## config.mk

```make
export PLATFORM = sky130hd
export DESIGN_NAME = rf_scoreboard_regfile
export DESIGN_NICKNAME = d
export VERILOG_FILES = /design/src/rtl/rf_pkg.sv /design/src/rtl/rf_busy_table.sv /design/src/rtl/rf_scoreboard_regfile.sv
export SDC_FILE = /design/constraint.sdc
export NUM_CORES = 2
export LEC_CHECK = 0
export ABC_AREA = 0
export CAP_MARGIN = 20
export CORE_MARGIN = 5
export CORE_UTILIZATION = 66
export CTS_BUF_LIST = sky130_fd_sc_hd__clkbuf_8
export CTS_CLUSTER_DIAMETER = 60
export CTS_CLUSTER_SIZE = 10
export DETAILED_ROUTE_END_ITERATION = 8
export DONT_BUFFER_PORTS = 1
export HOLD_SLACK_MARGIN = 0.06
export PLACE_DENSITY = 0.83
export SETUP_SLACK_MARGIN = 0.3
export SLEW_MARGIN = 5
export SYNTH_ARGS = -nofsm -noshare
export SYNTH_HDL_FRONTEND = slang
export SYNTH_SLANG_ARGS = --single-unit
```

## constraint.sdc

```tcl
create_clock -name clk -period 36.7 [get_ports clk]
set_input_delay 3.67 -clock clk [delete_from_list [all_inputs] [get_ports clk]]
set_output_delay 3.67 -clock clk [all_outputs]
set_load 0.01 [all_outputs]
```

## src/rtl/rf_pkg.sv

```systemverilog
// rf_pkg: shared defaults and helpers for the scoreboard register file.
package rf_pkg;
   localparam int RF_DATA_W_DEF   = 32;
   localparam int RF_ADDR_W_DEF   = 5;
   localparam int RF_NUM_READ_DEF = 2;
   localparam int RF_ZERO_ADDR    = 0;
   function automatic logic rf_is_zero(input logic [31:0] addr);
      return addr == 32'(RF_ZERO_ADDR);
   endfunction
endpackage

```

## src/rtl/rf_busy_table.sv

```systemverilog
// rf_busy_table: per-register busy scoreboard; flush beats issue beats writeback.
module rf_busy_table
   import rf_pkg::*;
#(
   parameter int ADDR_W = RF_ADDR_W_DEF
) (
   input  logic                 clk,
   input  logic                 rst,
   input  logic                 issue_en,
   input  logic [ADDR_W-1:0]    issue_addr,
   input  logic                 wr_en,
   input  logic [ADDR_W-1:0]    wr_addr,
   input  logic                 flush,
   output logic [2**ADDR_W-1:0] busy_vec
);
   localparam int DEPTH = 2**ADDR_W;
   logic [DEPTH-1:0] busy_q, busy_d;
   // Later assignments override earlier ones, giving the precedence order.
   always_comb begin
      busy_d = busy_q;
      if (wr_en) busy_d[wr_addr] = 1'b0;
      if (issue_en && !rf_is_zero(32'(issue_addr))) busy_d[issue_addr] = 1'b1;
      if (flush) busy_d = '0;
      busy_d[RF_ZERO_ADDR] = 1'b0;
   end
   always_ff @(posedge clk or posedge rst) begin
      if (rst) busy_q <= '0;
      else     busy_q <= busy_d;
   end
   assign busy_vec = busy_q;
endmodule

```

## src/rtl/rf_scoreboard_regfile.sv

```systemverilog
// rf_scoreboard_regfile: multi-port register file with busy scoreboard and decode stall.
// Define RF_BYPASS_EN for same-cycle write-through forwarding on every read port.
module rf_scoreboard_regfile
   import rf_pkg::*;
#(
   parameter int DATA_W   = RF_DATA_W_DEF,
   parameter int ADDR_W   = RF_ADDR_W_DEF,
   parameter int NUM_READ = RF_NUM_READ_DEF
) (
   input  logic                       clk,
   input  logic                       rst,
   input  logic                       wr_en,
   input  logic [ADDR_W-1:0]          wr_addr,
   input  logic [DATA_W-1:0]          wr_data,
   input  logic [NUM_READ*ADDR_W-1:0] rd_addr,
   output logic [NUM_READ*DATA_W-1:0] rd_data,
   output logic [NUM_READ-1:0]        rd_busy,
   output logic                       stall,
   input  logic                       issue_en,
   input  logic [ADDR_W-1:0]          issue_addr,
   input  logic                       flush
);
   localparam int DEPTH = 2**ADDR_W;
   logic [DATA_W-1:0] mem_q [DEPTH];
   logic [DEPTH-1:0]  busy_vec;
   rf_busy_table #(.ADDR_W(ADDR_W)) u_busy (
      .clk        (clk),
      .rst        (rst),
      .issue_en   (issue_en),
      .issue_addr (issue_addr),
      .wr_en      (wr_en),
      .wr_addr    (wr_addr),
      .flush      (flush),
      .busy_vec   (busy_vec)
   );
   always_ff @(posedge clk or posedge rst) begin
      if (rst)                                       mem_q <= '{default: '0};
      else if (wr_en && !rf_is_zero(32'(wr_addr)))   mem_q[wr_addr] <= wr_data;
   end
   for (genvar i = 0; i < NUM_READ; i++) begin : g_rd
      logic [ADDR_W-1:0] a;
      assign a = rd_addr[i*ADDR_W +: ADDR_W];
`ifdef RF_BYPASS_EN
      // A value landing this cycle is forwarded, so it is no longer a hazard.
      logic fwd;
      assign fwd = wr_en && wr_addr == a;
      assign rd_data[i*DATA_W +: DATA_W] = rf_is_zero(32'(a)) ? '0 : (fwd ? wr_data : mem_q[a]);
      assign rd_busy[i] = busy_vec[a] & ~fwd;
`else
      assign rd_data[i*DATA_W +: DATA_W] = rf_is_zero(32'(a)) ? '0 : mem_q[a];
      assign rd_busy[i] = busy_vec[a];
`endif
   end
   assign stall = |rd_busy;
endmodule

```

### Word-level counts from Yosys, hierarchy flattened

Index checks and enable logic that the tools add are counted.

| word-level totals | value |
|---|---|
| input bits | 57 |
| output and inout port bits | 67 |
| logic and storage cells | 83 |
| register bits | 1055 |

| cells by class | value |
|---|---|
| reductions and logical operators | 12 |
| order comparisons | 10 |
| bitwise gates (word level) | 6 |
| mux-type cells | 22 |

Operator list:

| operator | count |
|---|---|
| $bwmux W1024 | 1 |
| $bmux W32 S5 | 2 |
| $mux W32 | 10 |
| $demux W32 S5 | 1 |
| $and A32 B32 Y32 | 1 |
| $not A32 Y32 | 1 |
| $or A32 B32 Y32 | 1 |
| $lt A5 B6 Y1 const B | 4 |
| $logic_not A5 Y1 | 4 |
| $ge A6 B6 Y1 const B | 3 |
| $not A5 Y6 | 3 |
| $bmux W1 S5 | 2 |
| $demux W1 S5 | 2 |
| $ge A5 B1 Y1 const B | 2 |
| $lt A6 B1 Y1 const B | 1 |
| $logic_and A1 B1 Y1 | 5 |
| $mux W1 | 4 |
| $logic_not A1 Y1 | 2 |
| $reduce_or A2 Y1 | 1 |

### Depth between registers and ports, before layout

| depth | value |
|---|---|
| depth in word-level cells | 10 |
| gate-level depth with buffers | 10 |
| mapped depth without buffers | 5 |

### Hierarchy

A second synthesis with hierarchy kept.

| unflattened totals | value |
|---|---|
| cell total of the unflattened synthesis | 3848 |
| area total of the unflattened synthesis | 56374.1 um^2 |

By module, submodules not included:

| module | cells each | area an instance (um^2) | times used | sequential area each (um^2) |
|---|---|---|---|---|
| rf_scoreboard_regfile | 3691 | 54862.6 | 1 | 25624.6 |
| rf_busy_table | 157 | 1511.4 | 1 | 775.7 |

### Worst setup path before layout

OpenSTA, ideal clock, no wires.

| path | value |
|---|---|
| path type | input-to-output |
| start point | input port rd_addr[6] |
| end point | output port rd_data[38] |
| cell stages on the path | 6 |
| buffers on the path | 3 |
| data required time | 33.030 ns |
| arrival time | 5.374 ns |
| setup slack | 27.656 ns |
| cell sequence | buf_4 buf_2 clkbuf_1 mux4_2 mux4_2 a21o_1 |

| on the way | value |
|---|---|
| word-level cells in the longest chain between the ends | 5 |
| elaborated cells on any way between the ends | 6 |
| classes of those cells | mux: 4; bitwise: 1; reduce/logical: 1 |

Ends and longest elaborated chain:

| item | line | source |
|---|---|---|
| start, declared | rf_scoreboard_regfile.sv:15 | `input logic [NUM_READ*ADDR_W-1:0] rd_addr,` |
| $not A5 Y6 (not written as such) | rf_scoreboard_regfile.sv:50 | `assign rd_data[i*DATA_W +: DATA_W] = rf_is_zero(32'(a)) ? '0 : mem_q[a];` |
| $bmux W32 S5 | rf_scoreboard_regfile.sv:50 |  |
| $mux W32 (not written as such) (2 in series) | rf_scoreboard_regfile.sv:50 |  |
| $mux W32 (*) | rf_scoreboard_regfile.sv:50 |  |
| end, declared | rf_scoreboard_regfile.sv:16 | `output logic [NUM_READ*DATA_W-1:0] rd_data,` |

Every way passes the cells marked *; elsewhere a longest branch is shown, timed or not. The select of a mux whose other input is x is not followed.

### Worst setup path in the final report

| path | value |
|---|---|
| start point | input port rd_addr[2] |
| end point | output port rd_data[12] |

The elaborated chain is that of the path after synthesis.

==> metrics.cfg <==
[logic_synthesis]
synth_area_sq_um=55700
synth-warning-count=0
async_flop_share_pct=100
synthMuxAreaShare_pct=44.2
synthSimpleGateAreaFrac_pct=1.39
synth-seq-area-share_pct=47.4
synth-compound-area-share_pct=3.49
synth-xor-area-share_pct=0
synth.avg_cell_area_sq_um=15.8
synth_top_family_by_area=multiplexers
synth_nets=3595
synth_cells=3538
synth_flop_cell=dfrtp_1
yosysUniqueCellTypes=44
ys_ff_latch=1055
synth-edff-count=0
synth-adder-area-share_pct=0

[grt]
grt_pass1_vias=36500
grt.overflow.total=0
grt.total_usage_pct=35.7
grt_max_degree=268
antenna_found_initial=9
grt_pass1_wl_um=239000

[critical_path]
start_kind=input pin
slowest_delay_ns=1.01
cp_slowest_cell=a2111oi_1
arrival_ns=6.23
path_max_fanout=89
worst_ep_required_time_ns=33.03
cp_cell_sequence=nor2b_4 > a22o_1 > a221oi_1 > a2111oi_1 > buf_4
worstSetupPathType=in2out
endpoint_kind=output pin

[finish]
mostFrequentLayoutCell=dfrtp_1
nNetsFinal=3368
n_fill_cell=5223
finish.instance_area_sq_um=57800
regArea_sq_um=26400
drive_above_1_share_pct=53.4
area_growth_pct=3.65
final_cell_mix=dfrtp_1 (1,055), mux2_2 (986), mux4_2 (547)
multi_input_area_sq_um=27600

[detailed_routing]
drt_iter0_drc=4012
viasPerCell=7.65
dr.pass1.iters=7
postRouteAntennaNets=0
drc_errors=0
routed_wl_um=159000
routedWlPerCell_um=35.6
vias=34100

[sta]
rsz0062_at_grt=no
max_slew_margin_pct=14.6
tightest_slew_ns=1.28
maxSlewViolCount=0
period_needed_ns=9.90
worst_hold_slack_ns=0.379
finalSetupViolCount=0
hold_viol=0
fin_ws_ns=26.80
period_share_pct=27.0
fmax_mhz=101
tns_ns=0
skew_ns=0

[clock_tree]
holdBufCountCts=0
clock_latency_ns=0.75
numCtsBuffers=116
clk_path_buf_depth=3
h-tree-depth=3
cts_tree=yes
clkSlewWorstSetupHoldPaths_ns=0.07
numClockSinks=1055
cts-root-buf=clkbuf_8
post-cts-setup-buffers=0
cts_resized=0

[worst_hold_path]
min_path_type=reg2reg

[place]
gp_congestion=0.892
hpwl_um=91500
placed_cell_area_sq_um=55900
portBuffers=0
pre_cts_ws_ns=26.90

[outcome]
status=complete, no violations

[floorplanning]
die_y_um=301
ioPinCount=124
core_region_area_sq_um=83700
die_w_um=301
die_area_sq_um=90400
initial_core_util_pct=66.6
rows=106

[pwr]
power_mw=2.85
vdd_ir_drop_max_uv=39.5
leakagePower_nw=24.7
power.density_nw_per_um2=49.3

[flow_run]
cap_violations=0

==> cells by family after synthesis <==
logic type | Yosys count
buf+inv | 417
flops | 1055
mux | 1645
compound gates | 269
simple gates | 152
==> where the power goes <==
part	switching, mW	total (mW)	internal [mW]
logic	0.221	0.622	0.401
clock network	0.401	0.694	0.292
registers	0.155	1.53	1.38
total	0.777	2.85	2.07
==> flip-flops by register name, summed over array words and instances (netlist names) <==
| register | cells |
|---|---|
| u_busy.busy_vec | 31 |
| mem_q | 1024 |
==> per-layer routing <==
| metal | routed length [um] | up-vias | track usage [%] | share of wire [%] |
|---|---|---|---|---|
| met5 | 13 | - | 0 | 0.0082 |
| met4 | 7680 | 2 | 14.2 | 4.8 |
| met3 | 22500 | 494 | 15.1 | 14 |
| met2 | 71600 | 2127 | 52.2 | 45 |
| met1 | 57100 | 18300 | 48.2 | 36 |
| li1 | - | 13300 | - | - |
==> metrics by stage <==
step / std cells / util (%)
4_1_cts: 4454 / 68.9
5_1_grt: 4460 / 69.0
6_report: 4461 / 69.0
2_1_floorplan: 3538 / -
3_5_place_dp: 4322 / 66.8
3_3_place_gp: 4322 / 66.8
==> Yosys cell counts, types with 7 or more instances <==
cell type  count  area, sq um
nand3b_1       7         52.6
buf_2        129          646
a22o_1        24          210
buf_1         60          225
nand2_1       44          165
mux4_2       547        12300
mux2_2       986        11100
clkbuf_1     187          702
a22oi_1       24          180
o21ai_0       24          120
a211oi_1      24          180
a221oi_1      32          280
dfrtp_1     1055        26400
buf_4         14          105
a2111oi_0     24          210
a21o_1        32          240
buf_6         21          236
o22ai_1       64          400
mux2i_1       86          861
a21oi_1       16         80.1
nor2_1        37          139
mux2_1        23          259
nor3b_1        9         67.6
nor2b_1       29          181
==> critical path: cells and delay by family <==
family	cells	cell delay, ns
buffers and inverters	1	0.27
AO/OA/AOI/OAI	3	1.36
AND/OR/NAND/NOR	1	0.82
==> path summary, 6_finish.rpt <==
check                      slack (ns)       start  depth (start not counted)     endpoint
min in group asynchronous        2.91         rst                          1   mem_q[327]
hold reg to reg                  0.38  mem_q[997]                          0   mem_q[997]
max in group asynchronous       30.10         rst                          7   mem_q[956]
hold / removal                   0.38  mem_q[997]                          0   mem_q[997]
setup / recovery                26.80  rd_addr[2]                          5  rd_data[12]
setup reg to reg                35.87  mem_q[620]                          1   mem_q[620]
==> area by class of cell <==
| cell class | instances | share of cell area, % |
|---|---|---|
| multi-input combinational | 2066 | 47.8 |
| sequential | 1055 | 45.7 |
| clock buffer | 121 | 2.88 |
| tap | 1134 | 2.46 |
| timing repair buffer | 71 | 1.06 |
| clock inverter | 11 | 0.108 |
| inverter | 1 | 0.0195 |
| antenna | 2 | 0.00866 |
No activity file was read; power rests on OpenSTA's default activity.
